File: config.mk
export PLATFORM = sky130hd
export DESIGN_NAME = uart_mmio_ctrl
export DESIGN_NICKNAME = d
export VERILOG_FILES = /design/src/rtl/uart_pkg.sv /design/src/rtl/sync_fifo.sv /design/src/rtl/uart_mmio_ctrl.sv
export SDC_FILE = /design/constraint.sdc
export NUM_CORES = 1
export LEC_CHECK = 0
export CORE_UTILIZATION = 39
export DETAILED_ROUTE_END_ITERATION = 16
export PLACE_DENSITY = 0.71
export SYNTH_ARGS = -nofsm -noshare
export SYNTH_HDL_FRONTEND = slang
export SYNTH_SLANG_ARGS = --single-unit
File: constraint.sdc
create_clock -name clk_50Mhz -period 2.07 [get_ports clk_50Mhz]
set_input_delay 0.414 -clock clk_50Mhz [delete_from_list [all_inputs] [get_ports clk_50Mhz]]
set_output_delay 0.414 -clock clk_50Mhz [all_outputs]
set_load 0.1 [all_outputs]
File: src/rtl/uart_pkg.sv
// Shared definitions for the UART MMIO controller: register map, bit indices, TX FSM encoding.
package uart_pkg;

    localparam logic [15:0] DEFAULT_BAUD_DIV = 16'd521;
    localparam logic [15:0] MIN_BAUD_DIV     = 16'd16;

    localparam logic [3:0] REG_TXDATA = 4'h0;
    localparam logic [3:0] REG_RXDATA = 4'h4;
    localparam logic [3:0] REG_STATUS = 4'h8;
    localparam logic [3:0] REG_CTRL   = 4'hC;

    localparam int unsigned ST_RX_FULL  = 0;
    localparam int unsigned ST_TX_FULL  = 1;
    localparam int unsigned ST_TX_EMPTY = 2;
    localparam int unsigned ST_TX_BUSY  = 3;
    localparam int unsigned ST_RX_OVR   = 4;
    localparam int unsigned ST_PAR_ERR  = 5;
    localparam int unsigned ST_TX_OVF   = 6;

    localparam int unsigned CTRL_PARITY_EN = 16;
    localparam int unsigned CTRL_RX_IE     = 17;
    localparam int unsigned CTRL_TX_IE     = 18;

    typedef logic [1:0] tx_state_t;
    localparam tx_state_t TX_IDLE      = 2'd0;
    localparam tx_state_t TX_START     = 2'd1;
    localparam tx_state_t TX_WAIT_BUSY = 2'd2;
    localparam tx_state_t TX_WAIT_DONE = 2'd3;

endpackage

File: src/rtl/sync_fifo.sv
// Single-clock FIFO with show-ahead read data; DEPTH must be a power of two.
module sync_fifo #(
    parameter int unsigned WIDTH = 8,
    parameter int unsigned DEPTH = 4
) (
    input  logic                       clk,
    input  logic                       rst_n,
    input  logic                       push,
    input  logic [WIDTH-1:0]           wdata,
    input  logic                       pop,
    output logic [WIDTH-1:0]           rdata,
    output logic                       full,
    output logic                       empty,
    output logic [$clog2(DEPTH):0]     count
);

    localparam int unsigned AW = $clog2(DEPTH);

    logic [WIDTH-1:0] mem [DEPTH];
    logic [AW-1:0]    wr_ptr_q, rd_ptr_q;
    logic [AW:0]      count_q;
    logic             do_push, do_pop;

    assign full  = (count_q == (AW + 1)'(DEPTH));
    assign empty = (count_q == '0);
    assign count = count_q;
    assign rdata = mem[rd_ptr_q];

    // A push into a full FIFO is accepted only when a pop frees the slot in the same cycle.
    assign do_pop  = pop & ~empty;
    assign do_push = push & (~full | do_pop);

    always_ff @(posedge clk) begin
        if (do_push) mem[wr_ptr_q] <= wdata;
    end

    always_ff @(posedge clk or negedge rst_n) begin
        if (!rst_n) begin
            wr_ptr_q <= '0;
            rd_ptr_q <= '0;
            count_q  <= '0;
        end else begin
            if (do_push) wr_ptr_q <= wr_ptr_q + 1'b1;
            if (do_pop)  rd_ptr_q <= rd_ptr_q + 1'b1;
            unique case ({do_push, do_pop})
                2'b10:   count_q <= count_q + 1'b1;
                2'b01:   count_q <= count_q - 1'b1;
                default: count_q <= count_q;
            endcase
        end
    end

endmodule

File: src/rtl/uart_mmio_ctrl.sv
// Memory-mapped register front end for a UART: TX byte queue and launch FSM, RX holding
// register, sticky error flags, baud/parity control and a registered interrupt.
module uart_mmio_ctrl #(
    parameter int unsigned TX_FIFO_DEPTH    = 4,
    parameter logic [15:0] DEFAULT_BAUD_DIV = uart_pkg::DEFAULT_BAUD_DIV
) (
    input  logic        clk_50Mhz,
    input  logic        rst_n,
    input  logic        bus_we,
    input  logic        bus_re,
    input  logic [3:0]  bus_addr,
    input  logic [31:0] bus_wdata,
    output logic [31:0] bus_rdata,
    output logic [7:0]  tx_data,
    output logic        tx_start,
    input  logic        tx_busy,
    input  logic [7:0]  rx_data,
    input  logic        rx_valid,
    input  logic        rx_parity_err,
    output logic [15:0] baud_div,
    output logic        parity_en,
    output logic        irq
);

    import uart_pkg::*;

    logic [3:0]  reg_off;
    logic        wr_tx, wr_status, wr_ctrl, rd_rx;
    logic        fifo_pop, fifo_full, fifo_empty;
    logic [7:0]  fifo_rdata;
    logic [$clog2(TX_FIFO_DEPTH):0] fifo_count;
    tx_state_t   state_q, state_d;
    logic [7:0]  tx_data_q, rx_byte_q;
    logic        rx_full_q, rx_ovr_q, par_err_q, tx_ovf_q;
    logic [15:0] baud_div_q;
    logic        parity_en_q, rx_ie_q, tx_ie_q, irq_q;
    logic        rx_ovr_set, par_err_set, tx_ovf_set;
    logic [31:0] status, ctrl;
    logic        unused;

    assign reg_off   = {bus_addr[3:2], 2'b00};
    assign wr_tx     = bus_we & (reg_off == REG_TXDATA);
    assign wr_status = bus_we & (reg_off == REG_STATUS);
    assign wr_ctrl   = bus_we & (reg_off == REG_CTRL);
    assign rd_rx     = bus_re & (reg_off == REG_RXDATA);
    assign unused    = ^{bus_addr[1:0], bus_wdata[31:19], fifo_count};

    assign fifo_pop  = (state_q == TX_IDLE) & ~fifo_empty & ~tx_busy;

    sync_fifo #(
        .WIDTH (8),
        .DEPTH (TX_FIFO_DEPTH)
    ) u_tx_fifo (
        .clk   (clk_50Mhz),
        .rst_n (rst_n),
        .push  (wr_tx),
        .wdata (bus_wdata[7:0]),
        .pop   (fifo_pop),
        .rdata (fifo_rdata),
        .full  (fifo_full),
        .empty (fifo_empty),
        .count (fifo_count)
    );

    always_comb begin
        state_d = state_q;
        unique case (state_q)
            TX_IDLE:      if (fifo_pop) state_d = TX_START;
            TX_START:     state_d = TX_WAIT_BUSY;
            TX_WAIT_BUSY: if (tx_busy) state_d = TX_WAIT_DONE;
            TX_WAIT_DONE: if (!tx_busy) state_d = TX_IDLE;
            default:      state_d = TX_IDLE;
        endcase
    end

    // Set events take priority over a W1C clear landing in the same cycle.
    assign rx_ovr_set  = rx_valid & rx_full_q & ~rd_rx;
    assign par_err_set = rx_valid & rx_parity_err & parity_en_q;
    assign tx_ovf_set  = wr_tx & fifo_full & ~fifo_pop;

    always_ff @(posedge clk_50Mhz or negedge rst_n) begin
        if (!rst_n) begin
            state_q     <= TX_IDLE;
            tx_data_q   <= '0;
            rx_byte_q   <= '0;
            rx_full_q   <= 1'b0;
            rx_ovr_q    <= 1'b0;
            par_err_q   <= 1'b0;
            tx_ovf_q    <= 1'b0;
            baud_div_q  <= DEFAULT_BAUD_DIV;
            parity_en_q <= 1'b1;
            rx_ie_q     <= 1'b0;
            tx_ie_q     <= 1'b0;
            irq_q       <= 1'b0;
        end else begin
            state_q <= state_d;
            if (fifo_pop) tx_data_q <= fifo_rdata;

            if (rx_valid && (!rx_full_q || rd_rx)) begin
                rx_byte_q <= rx_data;
                rx_full_q <= 1'b1;
            end else if (rd_rx) begin
                rx_full_q <= 1'b0;
            end

            if (rx_ovr_set)                          rx_ovr_q  <= 1'b1;
            else if (wr_status && bus_wdata[ST_RX_OVR])  rx_ovr_q  <= 1'b0;
            if (par_err_set)                         par_err_q <= 1'b1;
            else if (wr_status && bus_wdata[ST_PAR_ERR]) par_err_q <= 1'b0;
            if (tx_ovf_set)                          tx_ovf_q  <= 1'b1;
            else if (wr_status && bus_wdata[ST_TX_OVF])  tx_ovf_q  <= 1'b0;

            if (wr_ctrl) begin
                baud_div_q  <= (bus_wdata[15:0] < MIN_BAUD_DIV) ? MIN_BAUD_DIV : bus_wdata[15:0];
                parity_en_q <= bus_wdata[CTRL_PARITY_EN];
                rx_ie_q     <= bus_wdata[CTRL_RX_IE];
                tx_ie_q     <= bus_wdata[CTRL_TX_IE];
            end

            irq_q <= (rx_ie_q & rx_full_q) | (tx_ie_q & fifo_empty & (state_q == TX_IDLE));
        end
    end

    always_comb begin
        status              = '0;
        status[ST_RX_FULL]  = rx_full_q;
        status[ST_TX_FULL]  = fifo_full;
        status[ST_TX_EMPTY] = fifo_empty;
        status[ST_TX_BUSY]  = (state_q != TX_IDLE);
        status[ST_RX_OVR]   = rx_ovr_q;
        status[ST_PAR_ERR]  = par_err_q;
        status[ST_TX_OVF]   = tx_ovf_q;
    end

    assign ctrl = {13'b0, tx_ie_q, rx_ie_q, parity_en_q, baud_div_q};

    always_comb begin
        bus_rdata = '0;
        unique case (reg_off)
            REG_RXDATA: bus_rdata = {24'b0, rx_byte_q};
            REG_STATUS: bus_rdata = status;
            REG_CTRL:   bus_rdata = ctrl;
            default:    bus_rdata = '0;
        endcase
    end

    assign tx_data   = tx_data_q;
    assign tx_start  = (state_q == TX_START);
    assign baud_div  = baud_div_q;
    assign parity_en = parity_en_q;
    assign irq       = irq_q;

endmodule

==> impl_metrics.env <==
export IMPL_status="finished, final reports clean"
export IMPL_place_congestion=0.762
export IMPL_die_area_sq_um=9990
export IMPL_yosysUniqueCellTypes=43
export IMPL_clk_pin_slew_ps=90
export IMPL_r2r_setup_slack_ps=70
export IMPL_period_share_pct=96.8
export IMPL_rr_startpoint="state_q[1]"
export IMPL_cap_violations=0
export IMPL_slew_viol_final=0
export IMPL_yosysTopAreaCell="dfrtp_1"
export IMPL_relSlewSlack_pct=66.4
export IMPL_seq_area_frac_synth_pct=58.6
export IMPL_final_setup_viol_count=0
export IMPL_placementRows=35
export IMPL_synthArstFlopShare_pct=60.5
export IMPL_cp_arrival_ps=2270
export IMPL_postRouteAntennaNets=0
export IMPL_die_w_um=99.9
export IMPL_worstSetupEndpointType="register"
export IMPL_cts_hold_buf=0
export IMPL_ys_seq_elements=81
export IMPL_vias_per_cell=4.80
export IMPL_drc=0
export IMPL_totalWireLength_mm=8.58
export IMPL_insertedDiodeCount=0
export IMPL_numPortBuffers=81
export IMPL_ios=110
export IMPL_grt_pass1_vias=2676
export IMPL_r2r_end="u_tx_fifo.count[2]"
export IMPL_grt_overflow=0
export IMPL_vias=2576
export IMPL_hold_path_class="in -> async"
export IMPL_r2r_cells=9
export IMPL_cts_max_level=3
export IMPL_syn_area_sq_um=3740
export IMPL_antenna_found_initial=0
export IMPL_fin_area_sq_um=5440
export IMPL_pre_cts_ws_ps=-363
export IMPL_fmax_mhz=499
export IMPL_crit_path_start_kind="register"
export IMPL_leakagePower_nw=2.36
export IMPL_crit_top_cell="xor2_1"
export IMPL_vdd_ir_drop_worst_mv=0.821
export IMPL_cts_root_buf="clkbuf_8"
export IMPL_crit_required_ps=2340
export IMPL_grt_max_degree=21
export IMPL_fp_coreArea_sq_um=9280
export IMPL_drive_gt1_share_pct=44.4
export IMPL_synthFlopType="dfrtp_1"
export IMPL_power_total_mw=6.93
export IMPL_die_h_um=99.9
export IMPL_track_usage_pct=18.3
export IMPL_wl_per_cell_um=16.0
export IMPL_synth_edff_count=32
export IMPL_place_hpwl_mm=6.33
export IMPL_tritoncts="built"
export IMPL_worst_slack_ps=65.9
export IMPL_dr_pass1_iters=4
export IMPL_finalHoldViolations=0
export IMPL_start_util_pct=40.3
export IMPL_path_cells="inv_2, ha_4, nor3b_4, ha_2, inv_1, fa_2, xor2_1, nor2_1, xor2_1"
export IMPL_p_per_area_nw_per_um2=1270
export IMPL_rsz0062_at_grt="yes"
export IMPL_cpPeakStageDelay_ps=410
export IMPL_worstSetupPathType="reg -> reg"
export IMPL_synthTopCellsByArea="dfrtp_1 30%, edfxtp_1 26%, nand2_1 5.5%, mux2_2 5.1%, mux4_2 4.8%"
export IMPL_drtIter0Drc=91
export IMPL_clkSinkCount=81
export IMPL_fin_skew_ps=10.3
export IMPL_clock_path_buffers=2
export IMPL_synth_top_area_share_pct=30.1
export IMPL_area_growth_pct=45.4
export IMPL_hold_ws_ps=22.4
export IMPL_slowest_stage="dfrtp_1"
export IMPL_tightest_slew_ps=503
export IMPL_detailed_place_area_sq_um=5130
export IMPL_yosysMostFrequentCell="nand2_1"
export IMPL_cts_buffers=9
export IMPL_insertion_delay_ps=340
export IMPL_grt_pass1_wl_mm=13.7
export IMPL_syn_area_per_cell_sq_um=13.4
export IMPL_crit_fanout=6
export IMPL_synth_warnings=0
export IMPL_syn_instance_count=280
export IMPL_synth_commonest_cells="55 x nand2_1, 45 x dfrtp_1, 32 x edfxtp_1, 17 x mux2_2"
export IMPL_fin_crit_ps=2000
export IMPL_layout_nets=465
-- state kept, by name (all words and copies together), names as in the netlist, 2 cells and up --
| signal | flops |
|---|---|
| u_tx_fifo.rd_ptr_q | 2 |
| u_tx_fifo.mem | 32 |
| state_q | 2 |
| baud_div | 16 |
| u_tx_fifo.wr_ptr_q | 2 |
| u_tx_fifo.count | 3 |
| rx_byte_q | 8 |
| tx_data | 8 |
-- layer usage --
layer  wire length (um)  track usage (%)
met1               3860             24.4
met2               4220             29.8
met3                381             4.39
met4                109             5.32
met5                  0                0
-- worst max path at each step --
stage | slack [ps] | cells past startpoint | to | from
after floorplan | 0.3 | 2 | bus_rdata[4] | baud_div[4]
after global routing | -60 | 9 | u_tx_fifo.count[2] | state_q[1]
final | 70 | 9 | u_tx_fifo.count[2] | state_q[1]
after global placement | -310 | 10 | u_tx_fifo.count[2] | tx_busy
after CTS | 9 | 9 | u_tx_fifo.count[2] | state_q[1]
after detailed placement | -360 | 10 | u_tx_fifo.count[2] | tx_busy
-- where the power goes --
| part | leakage (nW) | total (mW) | switching [mW] | internal, mW |
|---|---|---|---|---|
| sequential | 0.861 | 2.31 | 0.292 | 2.02 |
| combinational | 1.41 | 3.55 | 2.23 | 1.32 |
| clock | 0.0895 | 1.07 | 0.592 | 0.481 |
| total | 2.36 | 6.93 | 3.11 | 3.82 |
-- stage by stage --
| stage | instances | util [%] | setup TNS, ps |
|---|---|---|---|
| after floorplan | 292 | - | 0 |
| after global routing | 537 | 58.6 | -61.2 |
| after CTS | 531 | 57.9 | 0 |
| after detailed placement | 513 | 55.3 | -7140 |
| after global placement | 513 | 55.3 | -7270 |
| final | 537 | 58.6 | 0 |
-- cell type report --
type                    instances  area (sq um)
fillers                       745          3850
flip-flops and latches         81          2200
multi-input cells             177          1460
repair buffers                125          1400
well taps                     129           161
clock buffers                  10           138
clock inverters                 6          50.0
inverters                       9          33.8
-- critical path: cells and delay by family, from the launching register on --
kind / cells / cell delay [ps]
xor gates and xnor gates: 2 / 290
adders and majority gates: 3 / 720
buffers and inverters: 2 / 150
DFF: 1 / 410
and+or+nand+nor: 2 / 350
-- repair_timing --
item	4_1_cts	5_1_grt
pin swaps	0	4
resized for setup	8	7
setup buffers	1	6
cloned	1	0
endpoints found under the setup margin	9	7
-- cell usage in the layout, fill, tap and decap left out, drive strengths merged, types with 3 or more instances in the layout --
master	count
and2	4
dfstp	4
a22o	6
nand2	55
buf	90
nor3b	3
clkbuf	11
mux2	26
clkdlybuf4s50	31
mux4	8
nor4	3
ha	10
a32o	4
edfxtp	32
inv	11
o21ai	5
conb	13
and3	13
dfrtp	45
xor2	4
-- logic make-up after synthesis --
| family | count (synthesis) | synth area share (%) |
|---|---|---|
| buffers and inverters | 34 | 5.25 |
| flip-flops | 81 | 58.6 |
| AND/OR/NAND/NOR | 89 | 11.7 |
| adder cells (fa/ha/maj) | 11 | 3.88 |
| XOR/XNOR | 6 | 1.41 |
| AO/OA/AOI/OAI | 22 | 5.02 |
| multiplexers | 36 | 14.0 |
| other | 1 | 0.100 |
(Power assumes the default switching activity.)
